**src/rtl/dmem_responder.sv**
```systemverilog
// Word-addressed 64-bit data memory with a fixed wait-state count and a one-cycle ready strobe.
// Define DMEM_RANGE_CHECK_EN to flag out-of-range accesses with err; otherwise the address wraps modulo DEPTH.
module dmem_responder #(
  parameter int DEPTH       = 32,
  parameter int WAIT_CYCLES = 2
) (
  input  logic        clk,
  input  logic        rst,
  input  logic        req,
  input  logic        mem_rw,
  input  logic [63:0] addr,
  input  logic [63:0] wdata,
  output logic [63:0] rdata,
  output logic        ready,
  output logic        err
);

  localparam int AW = (DEPTH > 1) ? $clog2(DEPTH) : 1;
  localparam logic [3:0] WAIT_INIT = 4'((WAIT_CYCLES > 0) ? WAIT_CYCLES - 1 : 0);

  typedef enum logic [1:0] {IDLE, BUSY, RESP} state_e;

  state_e      state_q, state_d;
  logic [3:0]  cnt_q, cnt_d;
  logic        rw_q, rw_d;
  logic [63:0] addr_q, addr_d;
  logic [63:0] wdata_q, wdata_d;
  logic [63:0] rdata_q, rdata_d;
  logic        ready_q, ready_d;
  logic        err_q, err_d;

  logic [63:0] DM [DEPTH];

  logic          cur_rw;
  logic [63:0]   cur_addr;
  logic [63:0]   cur_wdata;
  logic [AW-1:0] idx;
  logic          in_range;
  logic          fire;
  logic          we;

  // With zero wait states the response edge is the sampling edge, so the
  // transaction is taken straight from the ports instead of the latches.
  always_comb begin
    cur_rw    = (state_q == IDLE) ? mem_rw : rw_q;
    cur_addr  = (state_q == IDLE) ? addr   : addr_q;
    cur_wdata = (state_q == IDLE) ? wdata  : wdata_q;
    idx       = cur_addr[AW-1:0];
`ifdef DMEM_RANGE_CHECK_EN
    in_range  = (cur_addr < 64'(DEPTH));
`else
    in_range  = 1'b1;
`endif
  end

`ifndef DMEM_RANGE_CHECK_EN
  logic unused_addr_hi;
  assign unused_addr_hi = ^cur_addr[63:AW];
`endif

  always_comb begin
    state_d = state_q;
    cnt_d   = cnt_q;
    rw_d    = rw_q;
    addr_d  = addr_q;
    wdata_d = wdata_q;
    rdata_d = rdata_q;
    ready_d = 1'b0;
    err_d   = 1'b0;
    fire    = 1'b0;
    case (state_q)
      IDLE: begin
        if (req) begin
          rw_d    = mem_rw;
          addr_d  = addr;
          wdata_d = wdata;
          if (WAIT_CYCLES == 0) begin
            fire = 1'b1;
          end else begin
            state_d = BUSY;
            cnt_d   = WAIT_INIT;
          end
        end
      end
      BUSY: begin
        if (cnt_q == 4'd0) fire = 1'b1;
        else               cnt_d = cnt_q - 4'd1;
      end
      RESP:    state_d = IDLE;
      default: state_d = IDLE;
    endcase
    if (fire) begin
      state_d = RESP;
      ready_d = 1'b1;
      err_d   = !in_range;
      if (!cur_rw) rdata_d = in_range ? DM[idx] : '0;
    end
  end

  // Gated by rst so a request held during reset can never commit.
  assign we = fire && cur_rw && in_range && rst;

  always_ff @(posedge clk or negedge rst) begin
    if (!rst) begin
      state_q <= IDLE;
      cnt_q   <= '0;
      rw_q    <= 1'b0;
      addr_q  <= '0;
      wdata_q <= '0;
      rdata_q <= '0;
      ready_q <= 1'b0;
      err_q   <= 1'b0;
    end else begin
      state_q <= state_d;
      cnt_q   <= cnt_d;
      rw_q    <= rw_d;
      addr_q  <= addr_d;
      wdata_q <= wdata_d;
      rdata_q <= rdata_d;
      ready_q <= ready_d;
      err_q   <= err_d;
    end
  end

  always_ff @(posedge clk) begin
    if (we) DM[idx] <= cur_wdata;
  end

  assign rdata = rdata_q;
  assign ready = ready_q;
  assign err   = err_q;

endmodule
```
**config.mk**
```make
export PLATFORM = sky130hd
export DESIGN_NAME = dmem_responder
export DESIGN_NICKNAME = d
export VERILOG_FILES = /design/src/rtl/dmem_responder.sv
export SDC_FILE = /design/constraint.sdc
export NUM_CORES = 2
export LEC_CHECK = 0
export BUFFER_PORTS_ARGS = -buffer_cell sky130_fd_sc_hd__buf_2
export CAP_MARGIN = 20
export CORE_UTILIZATION = 40
export CTS_BUF_LIST = sky130_fd_sc_hd__clkbuf_16
export DETAILED_ROUTE_END_ITERATION = 16
export SLEW_MARGIN = 10
export SYNTH_ARGS = -nofsm -noshare
export SYNTH_HDL_FRONTEND = slang
export SYNTH_SLANG_ARGS = --single-unit
export TNS_END_PERCENT = 100
```
**constraint.sdc**
```tcl
create_clock -name clk -period 5.3 [get_ports clk]
set_clock_uncertainty 0.1 [all_clocks]
set_input_delay 1.06 -clock clk [delete_from_list [all_inputs] [get_ports clk]]
set_output_delay 1.06 -clock clk [all_outputs]
set_load 0.02 [all_outputs]
```
==> results.toml <==
[floorplanning]
dieArea_mm2 = 0.2027
rows = 164
core-area_mm2 = 0.1997
io_pins = 198
die_x_um = 450.3
start_util_pct = 40.25
die_h_um = 450.3

[sta]
whs_ps = 355.3
setup_ws_ps = 1289
slew_headroom_pct = 30.61
period_needed_ps = 4011
finalHoldViolCount = 0
slew_violations = 0
fin_tns_setup_ps = 0
rsz0062_at_grt = "false"
worstMarginPinSlew_ps = 1041
fmax_mhz = 249.3
fin_crit_sh_pct = 75.68
finalSetupViolCount = 0

[yosys]
syn_nets = 4722
avgSynthCellArea_um2 = 17.52
synth_largest_area_cell = "edfxtp_1"
ys_warn_count = 0
synth_top_area_share_pct = 76.52
yosysUniqueCellTypes = 32
synth_area_mm2 = 0.08037
synth_edf_count = 2048
synth_ff_type = "edfxtp_1"
synth_area_leaders = "edfxtp_1 77%, a22oi_1 9.6%, dfrtp_1 4.4%, a21oi_1 3.2%, mux2_2 1.9%"
async_reset_ff_share_pct = 6.441
synth_seq_cells = 2189
synth_cells = 4588
ys_seq_area_share_pct = 80.91

[final_layout]
final_cells = 7587
nets = 4874
multi_input_area_mm2 = 0.01424
nFillCells = 16860
finish.instance_area_mm2 = 0.09129
ff_latch_area_mm2 = 0.06503
synthToLayoutAreaGrowth_pct = 13.59
post-route-util_pct = 45.72
drive_gt1_share_pct = 14.27

[critical_path]
rrSetupSlack_ps = 1290
required_ps = 5910
critPathKind = "reg -> reg"
cp_max_fo = 28
critPathCaptureType = "register"
arrival_ps = 4620
ff2ff_path_depth = 8
cp-start-kind = "register"

[routing]
antenna_left = 0
wl_per_cell_um = 30.66
vias = 45920
wirelength_um = 232600
via_per_inst = 6.052
drc = 0
dr.pass1.iters = 6
dr.first_iter.drc_count = 5594

[outcome]
status = "complete, no violations"

[clock_network]
cts.sinks = 2189
clk_latency_ps = 840
cts_resized = 0
numCtsBuffers = 211
clock_path_buffers = 3
path_clk_slew_ps = 60
tritoncts = "built"
h-tree-depth = 4
cts_setup_buffers = 0
root_buffer = "clkbuf_16"

[grt]
grt_overflow = 0
met2_usage_pct = 37.10
grt_pass1_wl_um = 328300
antenna_found_initial = 8
grt_pass1_vias = 45190
top_usage_layer = "met2"
grt_util_met1_pct = 29.96
grt_max_degree = 153
grtUsageTotal_pct = 22.49
use_met3_pct = 3.941

[placed_design]
portBuffers = 137
hpwl_um = 108300
place_congestion = 0.7482
placed_cells = 7182
preCtsSetupSlack_ps = 998.0
dpl_cell_area_mm2 = 0.08480

[power_and_ir_drop]
leakagePower_nw = 28.41
power_mw = 52.02
p_per_area_mw_per_mm2 = 569.8
max-vdd-ir-drop_mv = 0.7018

[min_path]
hp-class = "in -> reg"
min_delay_path_depth = 2

[job]
cap_violations = 0
Yosys cell counts, types with 2 or more instances:
| library cell | instances |
|---|---|
| a21oi_1 | 512 |
| nor2_1 | 166 |
| edfxtp_1 | 2048 |
| xor2_1 | 2 |
| or4b_1 | 4 |
| nand2_1 | 19 |
| dfrtp_1 | 141 |
| o21ai_0 | 3 |
| and2_1 | 2 |
| inv_1 | 2 |
| buf_2 | 140 |
| buf_6 | 7 |
| nor3_1 | 65 |
| and3b_1 | 3 |
| buf_4 | 15 |
| a31oi_1 | 64 |
| nand2b_1 | 4 |
| mux2_2 | 135 |
| clkbuf_1 | 137 |
| mux2i_1 | 4 |
| a22oi_1 | 1024 |
| o31ai_1 | 2 |
| nor4_1 | 64 |
| ha_1 | 2 |
| buf_1 | 14 |
| or4_1 | 2 |
| o21ai_2 | 2 |
sequential cells by signal, indices dropped and copies added, names as in the netlist:
register and cells:
rdata 64, cnt_q 4, addr_q 5, state_q 2, wdata_q 64, ready 1
DM 2048, rw_q 1
critical path, stage by stage, from the launching register on:
cell and delay [ps]:
dfrtp_1 510, nor2_4 400, mux2_2 480, nand2_4 650, buf_4 500, buf_4 580
a21oi_1 90, nor4_1 390, a31oi_1 130
kinds of logic after synthesis:
kind of cell / synth area share (%)
and+or+nand+nor: 1.948
buffers and inverters: 1.825
DFF: 80.91
other: 0.004666
adders and majority gates: 0.03113
AOI/OAI and AO/OA: 13.32
muxes: 1.941
xor gates and xnor gates: 0.02180
metal layers:
metal | up-vias | part of all wire, %
met5 | - | 0.088
met4 | 4 | 3.5
met3 | 401 | 8.3
met2 | 2288 | 49
met1 | 24040 | 40
li1 | 19190 | -
cell type report:
type,count,area share [%]
flip-flops and latches,2189,71.23
multi-input cells,2084,15.60
clock buffers,212,5.811
well taps,2656,3.640
repair buffers,252,2.423
clock inverters,187,1.276
diodes,5,0.01371
inverters,2,0.008223
cells in the final DEF (no fill, tap or decap), types with 4 or more instances in the layout:
cell type   synthesis  final
buf_12              0     52
clkinv_2            0     26
nor3_1             65     65
nor2_1            166    133
nor2_4              0     33
bufinv_16           0      8
mux2_2            135    135
or4b_1              4      4
diode_2             0      5
nand2b_1            4      4
nand2_1            19     10
inv_1               2     67
clkinvlp_4          0      6
inv_16              0      4
a22oi_1          1024   1024
a21oi_1           512    512
edfxtp_1         2048   2048
a31oi_1            64     64
buf_4              15     62
buf_2             140    136
nor4_1             64     64
clkbuf_16           0    212
nand2_4             0      9
inv_6               0      5
clkinv_1            0     66
clkinv_8            0      4
dfrtp_1           141    141
path summary, 6_finish.rpt:
check | start | end
min | wdata[14] | wdata_q[14]
max | state_q[1] | rdata[38]
max in group asynchronous | rst | wdata_q[12]
min in group asynchronous | rst | wdata_q[17]
min reg2reg | wdata_q[37] | wdata_q[37]
max reg2reg | state_q[1] | rdata[38]
what timing repair did:
action                     4_1_cts  5_1_grt
hold buffers                     1        0
setup endpoints to repair        0        0
hold endpoints to repair        12        0
power by group:
| part | internal [mW] | total, mW | switching [mW] |
|---|---|---|---|
| sequential | 22.6 | 23.1 | 0.498 |
| combinational | 3.91 | 14.8 | 10.9 |
| clock | 7.65 | 14.1 | 6.43 |
| total | 34.2 | 52.0 | 17.8 |
No activity file was read; power rests on OpenSTA's default activity.
